<file path="config.mk">
export PLATFORM = sky130hd
export DESIGN_NAME = serial_adder_flat
export DESIGN_NICKNAME = d
export VERILOG_FILES = /design/src/rtl/serial_adder_pkg.sv /design/src/rtl/serial_adder_if.sv /design/src/rtl/full_adder.sv /design/src/rtl/serial_adder.sv /design/src/flat_wrapper.sv
export SDC_FILE = /design/constraint.sdc
export NUM_CORES = 1
export LEC_CHECK = 0
export CAP_MARGIN = 15
export CORE_ASPECT_RATIO = 1.25
export CORE_MARGIN = 5
export CORE_UTILIZATION = 39
export CTS_CLUSTER_DIAMETER = 200
export DETAILED_ROUTE_END_ITERATION = 10
export HOLD_SLACK_MARGIN = 0.08
export PLACE_DENSITY = 0.65
export SYNTH_ARGS = -nofsm -noshare
export SYNTH_HDL_FRONTEND = slang
export SYNTH_HIERARCHICAL = 1
export SYNTH_SLANG_ARGS = --single-unit
</file>
<file path="constraint.sdc">
create_clock -name clk -period 1.75 [get_ports clk]
set_input_delay 0.4375 -clock clk [delete_from_list [all_inputs] [get_ports clk]]
set_output_delay 0.4375 -clock clk [all_outputs]
set_load 0.02 [all_outputs]
</file>
<file path="src/rtl/serial_adder_pkg.sv">
//------------------------------------------------------------------------------
// Module   : serial_adder_pkg
// Purpose  : Shared state encoding and default operand width for serial_adder.
// Revision : 1.0  initial release
//------------------------------------------------------------------------------
`default_nettype none

package serial_adder_pkg;

    localparam int DEFAULT_WIDTH = 8;

    typedef enum logic [1:0] {
        IDLE  = 2'd0,
        SHIFT = 2'd1,
        DONE  = 2'd2
    } state_t;

endpackage : serial_adder_pkg

`default_nettype wire

</file>
<file path="src/rtl/serial_adder_if.sv">
//------------------------------------------------------------------------------
// Module   : serial_adder_if
// Purpose  : Operand/result handshake bundle; ovf exists only when
//            SERIAL_ADDER_OVF_EN is defined.
// Revision : 1.0  initial release
//------------------------------------------------------------------------------
`default_nettype none

interface serial_adder_if
    import serial_adder_pkg::*;
#(
    parameter int WIDTH = DEFAULT_WIDTH
);
    logic             in_valid;
    logic             in_ready;
    logic [WIDTH-1:0] a;
    logic [WIDTH-1:0] b;
    logic             cin;
    logic             out_valid;
    logic             out_ready;
    logic [WIDTH-1:0] sum;
    logic             cout;
    logic             busy;
`ifdef SERIAL_ADDER_OVF_EN
    logic             ovf;
`endif

    modport master (
        output in_valid, a, b, cin, out_ready,
`ifdef SERIAL_ADDER_OVF_EN
        input  ovf,
`endif
        input  in_ready, out_valid, sum, cout, busy
    );

    modport slave (
        input  in_valid, a, b, cin, out_ready,
`ifdef SERIAL_ADDER_OVF_EN
        output ovf,
`endif
        output in_ready, out_valid, sum, cout, busy
    );

endinterface : serial_adder_if

`default_nettype wire

</file>
<file path="src/rtl/full_adder.sv">
//------------------------------------------------------------------------------
// Module   : full_adder
// Purpose  : Single-bit full-adder cell.
// Revision : 1.0  initial release
//------------------------------------------------------------------------------
`default_nettype none

module full_adder (
    input  wire logic x,
    input  wire logic y,
    input  wire logic cin,
    output logic      s,
    output logic      cout
);

    assign s    = x ^ y ^ cin;
    assign cout = (x & y) | (x & cin) | (y & cin);

endmodule : full_adder

`default_nettype wire

</file>
<file path="src/rtl/serial_adder.sv">
//------------------------------------------------------------------------------
// Module   : serial_adder
// Purpose  : Bit-serial adder, one bit per clock through a single full-adder
//            cell. Define SERIAL_ADDER_OVF_EN to add the signed-overflow flag.
// Revision : 1.0  initial release
//------------------------------------------------------------------------------
`default_nettype none

module serial_adder
    import serial_adder_pkg::*;
#(
    parameter int WIDTH = DEFAULT_WIDTH
) (
    input  wire logic     clk,
    input  wire logic     rst,
    serial_adder_if.slave bus
);

    localparam int CNT_W = $clog2(WIDTH) + 1;
    localparam logic [CNT_W-1:0] LAST_BIT = CNT_W'(WIDTH - 1);

    state_t           r_state;
    logic [WIDTH-1:0] r_a_sh;
    logic [WIDTH-1:0] r_b_sh;
    logic [WIDTH-1:0] r_sum;
    logic             r_carry;
    logic [CNT_W-1:0] r_cnt;
    logic             w_s;
    logic             w_co;
    logic             w_last;
`ifdef SERIAL_ADDER_OVF_EN
    logic             r_carry_msb;
`endif

    full_adder u_fa (
        .x    (r_a_sh[0]),
        .y    (r_b_sh[0]),
        .cin  (r_carry),
        .s    (w_s),
        .cout (w_co)
    );

    assign w_last = (r_cnt == LAST_BIT);

    always_ff @(posedge clk) begin
        if (rst) begin
            r_state     <= IDLE;
            r_a_sh      <= '0;
            r_b_sh      <= '0;
            r_sum       <= '0;
            r_carry     <= 1'b0;
            r_cnt       <= '0;
`ifdef SERIAL_ADDER_OVF_EN
            r_carry_msb <= 1'b0;
`endif
        end else begin
            case (r_state)
                IDLE: begin
                    if (bus.in_valid) begin
                        r_a_sh  <= bus.a;
                        r_b_sh  <= bus.b;
                        r_carry <= bus.cin;
                        r_cnt   <= '0;
                        r_state <= SHIFT;
                    end
                end
                SHIFT: begin
                    // Sum bits enter at the MSB so bit 0 lands in the LSB after WIDTH shifts.
                    r_sum   <= {w_s, r_sum[WIDTH-1:1]};
                    r_a_sh  <= r_a_sh >> 1;
                    r_b_sh  <= r_b_sh >> 1;
                    r_carry <= w_co;
                    r_cnt   <= r_cnt + 1'b1;
                    if (w_last) begin
`ifdef SERIAL_ADDER_OVF_EN
                        r_carry_msb <= r_carry;
`endif
                        r_state <= DONE;
                    end
                end
                DONE: begin
                    if (bus.out_ready) begin
                        r_state <= IDLE;
                    end
                end
                default: r_state <= IDLE;
            endcase
        end
    end

    assign bus.in_ready  = (r_state == IDLE);
    assign bus.out_valid = (r_state == DONE);
    assign bus.busy      = (r_state != IDLE);
    assign bus.sum       = r_sum;
    assign bus.cout      = r_carry;
`ifdef SERIAL_ADDER_OVF_EN
    // Carry held in r_carry after the MSB cell is the final carry-out.
    assign bus.ovf       = r_carry_msb ^ r_carry;
`endif

endmodule : serial_adder

`default_nettype wire

</file>
<file path="src/flat_wrapper.sv">
// flat-port wrapper written by rule: the top's interface ports become plain ports
module serial_adder_flat import serial_adder_pkg::*;
#(
    parameter int WIDTH = DEFAULT_WIDTH
)
  (clk, rst, bus_in_valid, bus_a, bus_b, bus_cin, bus_out_ready, bus_in_ready, bus_out_valid, bus_sum, bus_cout, bus_busy);
  serial_adder_if #(.WIDTH(WIDTH)) bus_i ();
  input  wire logic clk;
  input  wire logic rst;
  input wire logic [$bits(bus_i.in_valid)-1:0] bus_in_valid;
  input wire logic [$bits(bus_i.a)-1:0] bus_a;
  input wire logic [$bits(bus_i.b)-1:0] bus_b;
  input wire logic [$bits(bus_i.cin)-1:0] bus_cin;
  input wire logic [$bits(bus_i.out_ready)-1:0] bus_out_ready;
  output wire logic [$bits(bus_i.in_ready)-1:0] bus_in_ready;
  output wire logic [$bits(bus_i.out_valid)-1:0] bus_out_valid;
  output wire logic [$bits(bus_i.sum)-1:0] bus_sum;
  output wire logic [$bits(bus_i.cout)-1:0] bus_cout;
  output wire logic [$bits(bus_i.busy)-1:0] bus_busy;
  assign bus_i.in_valid = bus_in_valid;
  assign bus_i.a = bus_a;
  assign bus_i.b = bus_b;
  assign bus_i.cin = bus_cin;
  assign bus_i.out_ready = bus_out_ready;
  assign bus_in_ready = bus_i.in_ready;
  assign bus_out_valid = bus_i.out_valid;
  assign bus_sum = bus_i.sum;
  assign bus_cout = bus_i.cout;
  assign bus_busy = bus_i.busy;
  serial_adder #(.WIDTH(WIDTH)) u_core (.clk(clk), .rst(rst), .bus(bus_i));
endmodule
</file>
==> results.sh, run 1 <==
export IMPL_drv_cap=0
export IMPL_yosysUniqueCellTypes=32
export IMPL_n_fill_cell=327
export IMPL_rows=24
export IMPL_grt_pass1_vias=1279
export IMPL_core_area_sq_um=3480
export IMPL_drive_above_1_share_pct=15.2
export IMPL_vias_per_cell=5.40
export IMPL_slew_headroom_pct=73.6
export IMPL_power_internal_mw=1.44
export IMPL_cts_buffers=5
export IMPL_root_buffer="clkbuf_8"
export IMPL_p_switching_uw=437
export IMPL_crit_slowest_cell="clkdlybuf4s50_1"
export IMPL_r2r_start="u_core/r_state[0]"
export IMPL_synth_avg_cell_area_sq_um=9.03
export IMPL_path_class="flop to output port"
export IMPL_dp_hpwl_mm=2.31
export IMPL_max_freq_mhz=589
export IMPL_grt_pass1_wl_mm=5.73
export IMPL_ant_nets=0
export IMPL_wl_per_cell_um=14.5
export IMPL_cp_endpoint="bus_sum[6]"
export IMPL_fin_skew_ns=0.00652
export IMPL_design_die_area_sq_um=4920
export IMPL_reg2reg_depth=4
export IMPL_cts_tree="done"
export IMPL_seq_area_sq_um=621
export IMPL_total_power_mw=1.88
export IMPL_die_y_um=77.2
export IMPL_synth_edf_count=0
export IMPL_reg2reg_setup_slack_ns=0.29
export IMPL_path_max_fanout=3
export IMPL_endpoint_kind="output port"
export IMPL_synthFlopType="dfxtp_1"
export IMPL_fin_tns_setup_ns=0
export IMPL_synthesis_area_sq_um=1410
export IMPL_switching_share_pct=23.3
export IMPL_outcome="finished, final reports clean"
export IMPL_multiInputGateArea_sq_um=694
export IMPL_nNetsFinal=213
export IMPL_ir_drop_v=0.000926
export IMPL_tightest_slew_ns=0.396
export IMPL_grtUsageTotal_pct=14.5
export IMPL_io_buffer_count=32
export IMPL_hold_start="u_core/bus.sum[0]"
export IMPL_crit_arrival_ns=1.26
export IMPL_path_cells="clkdlybuf4s50_1"
export IMPL_yosysWarnings=6
export IMPL_drt_iter0_drc=80
export IMPL_synth_nets=179
export IMPL_combPwrFrac_pct=13.4
export IMPL_slew_viol_final=0
export IMPL_synth_cells=156
export IMPL_cpLargestDelayFamily="buffers and inverters"
export IMPL_dp_cells=222
export IMPL_stdcell_area_sq_um=1920
export IMPL_hold_path_class="flop to flop"
export IMPL_async_flop_share_pct=0
export IMPL_die_width_um=63.8
export IMPL_antenna_found_initial=0
export IMPL_instances_no_fill=230
export IMPL_syn2layout_area_growth_pct=36.1
export IMPL_clk_latency_ns=0.29
export IMPL_drc=0
export IMPL_worstPathRequired_ns=1.31
export IMPL_synth_seq_cells=31
export IMPL_grt_remaining_overflow=0
export IMPL_gp_congestion=0.748
export IMPL_htree_num_levels=2
export IMPL_cp_num_buf_inv=1
export IMPL_synth_top_area_share_pct=44.0
export IMPL_dr_total_vias=1241
export IMPL_post_cts_repair_setup_buffers=0
export IMPL_cts_sinks=31
export IMPL_netlist_top_cells_area="dfxtp_1 (44%), a211oi_2 (8.9%), nor2_1 (8.3%), o2bb2ai_1 (6.2%), nand2_1 (4.8%)"
export IMPL_hold_viol_final=0
export IMPL_start_kind="flop"
export IMPL_clk_path_buf_depth=2
export IMPL_setup_viol=0
export IMPL_p_leak_nw=0.805
export IMPL_first_pass_iters=4
export IMPL_worstSetupPathDepth=1
export IMPL_synth_largest_area_cell="dfxtp_1"
export IMPL_reg2reg_to="u_core/bus.cout"
export IMPL_pwr_density_cell_nw_per_um2=979
export IMPL_post_dp_cell_area_sq_um=1770
export IMPL_diodes=0
export IMPL_start_util_pct=40.4
export IMPL_clk_pin_slew_ns=0.07
export IMPL_finalCritPeriodShare_pct=96.9
export IMPL_grt_max_degree=32
export IMPL_routed_wl_mm=3.33
export IMPL_ys_seq_area_share_pct=44.0
export IMPL_max_stage_delay_ns=0.61
export IMPL_rsz0062_at_grt="no"
export IMPL_top_level_ports=33
export IMPL_seq_power_share_pct=41.2
export IMPL_clkPwrFrac_pct=45.3
export IMPL_crit_start="u_core/bus.sum[6]"
export IMPL_finalCriticalPeriod_ns=1.70
export IMPL_synth_commonest_cells="dfxtp_1 (31), nor2_1 (31), nand2_1 (18)"
metal layers:
| metal | wire length [um] | vias to the layer above | share of wire, % | track usage (%) |
|---|---|---|---|---|
| met5 | 0 | - | 0 | 0 |
| met2 | 1640 | 31 | 49 | 23.3 |
| met3 | 233 | 4 | 7.0 | 6.43 |
| li1 | - | 616 | - | - |
| met1 | 1420 | 590 | 43 | 16.7 |
| met4 | 31 | 0 | 0.93 | 5.20 |
logic make-up (layout without fill, tap and decap cells):
kind of cell / Yosys count / after routing / synth area share, %
multiplexers: 1 / 1 / 0.711
buffers and inverters: 16 / 51 / 6.84
AO/OA/AOI/OAI: 47 / 47 / 28.1
flip-flops: 31 / 31 / 44.1
AND/OR/NAND/NOR: 59 / 59 / 18.0
adder cells (fa/ha/maj): 2 / 2 / 2.31
cell usage in the layout, fill, tap and decap left out, drive strengths merged:
| master | count |
|---|---|
| nand3 | 2 |
| ha | 1 |
| and4b | 1 |
| inv | 4 |
| dlymetal6s2s | 4 |
| clkdlybuf4s50 | 24 |
| and2b | 1 |
| or3 | 1 |
| dfxtp | 31 |
| fa | 1 |
| clkbuf | 5 |
| nor2 | 31 |
| a31oi | 1 |
| nor3 | 2 |
| o21bai | 1 |
| a32oi | 2 |
| a22oi | 2 |
| o21ba | 1 |
| clkinvlp | 1 |
| o2bb2ai | 10 |
| nand2 | 18 |
| nor2b | 1 |
| a211oi | 15 |
| a21oi | 10 |
| buf | 7 |
| dlygate4sd2 | 4 |
| o211a | 1 |
| bufinv | 2 |
| o22ai | 4 |
| nand2b | 2 |
| mux2i | 1 |
area by class of cell:
cell class | count | area share (%)
repair buffers | 39 | 21.0
multi-input cells | 109 | 36.2
clock buffers | 5 | 3.59
inverters | 4 | 0.783
well taps | 39 | 2.54
clock inverters | 3 | 3.52
flip-flops and latches | 31 | 32.4
timing repair:
action                                  in CTS  in global routing
gates resized for setup                      5                  4
endpoints found under the setup margin       4                  4
gates cloned                                 0                  0
endpoints found under the hold margin        0                  0
hold buffers                                 0                  0
stage by stage:
stage                     util, %  hold WS (ns)  setup WS [ns]
after floorplan                 -         0.454          0.137
after global placement       50.9         0.446         0.0725
after detailed placement     50.9         0.448        0.00456
after CTS                    54.8         0.459         0.0239
after global routing         55.1         0.485        0.00257
final                        55.1         0.455         0.0535
power by group through the flow:
stage | clock network [mW] | registers [mW] | logic, mW
global placement | 0 | 0.788 | 0.250
CTS | 0.870 | 0.774 | 0.255
detailed placement | 0 | 0.790 | 0.256
finish | 0.851 | 0.774 | 0.252
floorplan | 0 | 0.788 | 0.158
global route | 0.909 | 0.779 | 0.277
tightest hold or removal path, stage by stage, from the launching register on:
cell     delay (ns)
dfxtp_1        0.31
nand2_1        0.05
a21oi_1        0.05
state kept, by name, summed over array words and instances, names as in the netlist:
signal           cells
u_core/r_b_sh        8
u_core/r_a_sh        8
u_core/r_cnt         4
u_core/bus.cout      1
u_core/bus.sum       8
u_core/r_state       2
worst min-delay path by stage:
stage                                    to  slack (ns)  depth (start not counted)
after floorplan            u_core/r_a_sh[7]        0.45                          2
after global placement    u_core/bus.sum[0]        0.45                          2
after detailed placement  u_core/bus.sum[0]        0.45                          2
after CTS                 u_core/bus.sum[0]        0.46                          2
after global routing      u_core/bus.sum[1]        0.48                          2
final                     u_core/bus.sum[0]        0.45                          2
Power figures use the tool's default switching activity.
==> inputs of run 2 (changes only) <==
Settings changed: TNS_END_PERCENT set to 1.
Clock period 1.75 ns to 2 ns, I/O delays scaled along.
==> run 2 against run 1 <==
  * Via count is 1.2% lower
  * First-iteration DRC count is 34% higher
  * Combinational power is 14% lower
  * Clock-buffer cell count is 3 higher
  * Final cell count is 0.43% lower
  * Setup slack better by 0.042 ns
  * Routed wire length is 2.6% lower
  * Hold slack worse by 0.0011 ns
==> results.sh, run 2 (same netlist as run 1, synthesis figures left out) <==
export IMPL_outcome="finished, final reports clean"
export IMPL_grt_max_degree=19
export IMPL_fin_ws_ns=0.0960
export IMPL_finalCritPeriodShare_pct=95.2
export IMPL_tightest_slew_ns=0.629
export IMPL_slew_viol_final=0
export IMPL_setup_viol=0
export IMPL_drt_iter0_drc=107
export IMPL_top_level_ports=33
export IMPL_worstPathRequired_ns=1.50
export IMPL_grt_util_met3_pct=5.26
export IMPL_fin_skew_ns=0.00307
export IMPL_path_max_fanout=7
export IMPL_ir_drop_v=0.000480
export IMPL_antenna_found_initial=0
export IMPL_ant_nets=0
export IMPL_grt_pass1_vias=1311
export IMPL_whs_ns=0.453
export IMPL_routed_wl_mm=3.24
export IMPL_finalCriticalPeriod_ns=1.90
export IMPL_stdcell_area_sq_um=1840
export IMPL_cp_endpoint="bus_busy"
export IMPL_cts_buffers=5
export IMPL_hold_path_class="flop to flop"
export IMPL_post_cts_repair_setup_buffers=0
export IMPL_dp_hpwl_mm=2.30
export IMPL_syn2layout_area_growth_pct=30.8
export IMPL_clk_pin_slew_ns=0.06
export IMPL_r2r_start="u_core/r_state[0]"
export IMPL_hold_viol_final=0
export IMPL_reg2reg_depth=4
export IMPL_final_util_pct=52.9
export IMPL_diodes=0
export IMPL_rsz0062_at_grt="no"
export IMPL_cts_sinks=31
export IMPL_p_leak_nw=0.699
export IMPL_cts_tree="done"
export IMPL_io_buffer_count=32
export IMPL_grtUsageTotal_pct=14.4
export IMPL_first_pass_iters=4
export IMPL_use_met1_pct=17.1
export IMPL_path_class="flop to output port"
export IMPL_start_kind="flop"
export IMPL_htree_num_levels=2
export IMPL_die_y_um=77.2
export IMPL_final_cell_mix="clkdlybuf4s50_1 (30), nor2_1 (30), dfxtp_1 (30), nand2_1 (18)"
export IMPL_clk_path_buf_depth=2
export IMPL_slew_headroom_pct=58.0
export IMPL_pwr_density_cell_nw_per_um2=777
export IMPL_rows=24
export IMPL_root_buffer="clkbuf_8"
export IMPL_gp_congestion=0.780
export IMPL_busiest_layer="met2"
export IMPL_post_dp_cell_area_sq_um=1740
export IMPL_max_freq_mhz=525
export IMPL_die_width_um=63.8
export IMPL_drv_cap=0
export IMPL_start_util_pct=40.4
export IMPL_clk_latency_ns=0.28
export IMPL_vias_per_cell=5.35
export IMPL_reg2reg_to="u_core/bus.cout"
export IMPL_grt_remaining_overflow=0
export IMPL_endpoint_kind="output port"
export IMPL_core_area_sq_um=3480
export IMPL_fin_tns_setup_ns=0
export IMPL_reg2reg_setup_slack_ns=0.50
export IMPL_crit_start="u_core/r_state[1]"
export IMPL_wl_per_cell_um=14.1
export IMPL_drc=0
export IMPL_design_die_area_sq_um=4920
export IMPL_gr_usage_met2_pct=23.4
export IMPL_ctsHoldBuffers=0
export IMPL_post_place_ws_ns=0.207
export IMPL_dr_total_vias=1226
export IMPL_grt_pass1_wl_mm=5.80
export IMPL_crit_arrival_ns=1.40
export IMPL_nNetsFinal=212
export IMPL_drive_above_1_share_pct=14.7
[run 2: worst min-delay path by stage]
stage,start,to,slack (ns),cells past startpoint
after CTS,u_core/bus.sum[0],u_core/bus.sum[0],0.46,2
after detailed placement,u_core/bus.sum[0],u_core/bus.sum[0],0.45,2
after global placement,u_core/bus.sum[0],u_core/bus.sum[0],0.45,2
after global routing,u_core/bus.sum[1],u_core/bus.sum[0],0.48,2
final,u_core/bus.sum[0],u_core/bus.sum[0],0.45,2
after floorplan,u_core/r_a_sh[7],u_core/r_a_sh[7],0.45,2
[run 2: repair_timing]
item	4_1_cts	5_1_grt
endpoints found under the setup margin	3	1
endpoints found under the hold margin	0	0
gates resized for setup	3	1
[run 2: final cells by class]
type / count / area, sq um
Inverter: 4 / 15.0
Tap cell: 39 / 48.8
Multi-Input combinational cell: 109 / 694
Sequential cell: 31 / 622
Timing Repair Buffer: 38 / 363
Fill cell: 340 / 1640
Clock buffer: 8 / 100
[run 2: critical path, stage by stage, from the launching register on]
cell and delay (ns):
dfxtp_2 0.35, nor2_2 0.18, inv_1 0.06, clkdlybuf4s50_1 0.54
[run 2: report_power, final]
part / leakage [nW] / internal [mW] / total [mW] / switching (mW)
combinational: 0.392 / 0.107 / 0.217 / 0.109
clock: 0.0515 / 0.314 / 0.538 / 0.224
sequential: 0.255 / 0.654 / 0.677 / 0.0233
total: 0.699 / 1.07 / 1.43 / 0.357
[run 2: metal layers]
layer / up-vias / routed length, um
met5: - / 0
met4: 0 / 56
met3: 7 / 172
met2: 24 / 1580
met1: 579 / 1430
li1: 616 / -
[run 2: stage by stage]
stage,instances,power (mW)
floorplan,156,0.828
global placement,221,0.903
detailed placement,221,0.907
CTS,229,1.46
global route,229,1.50
finish,229,1.43
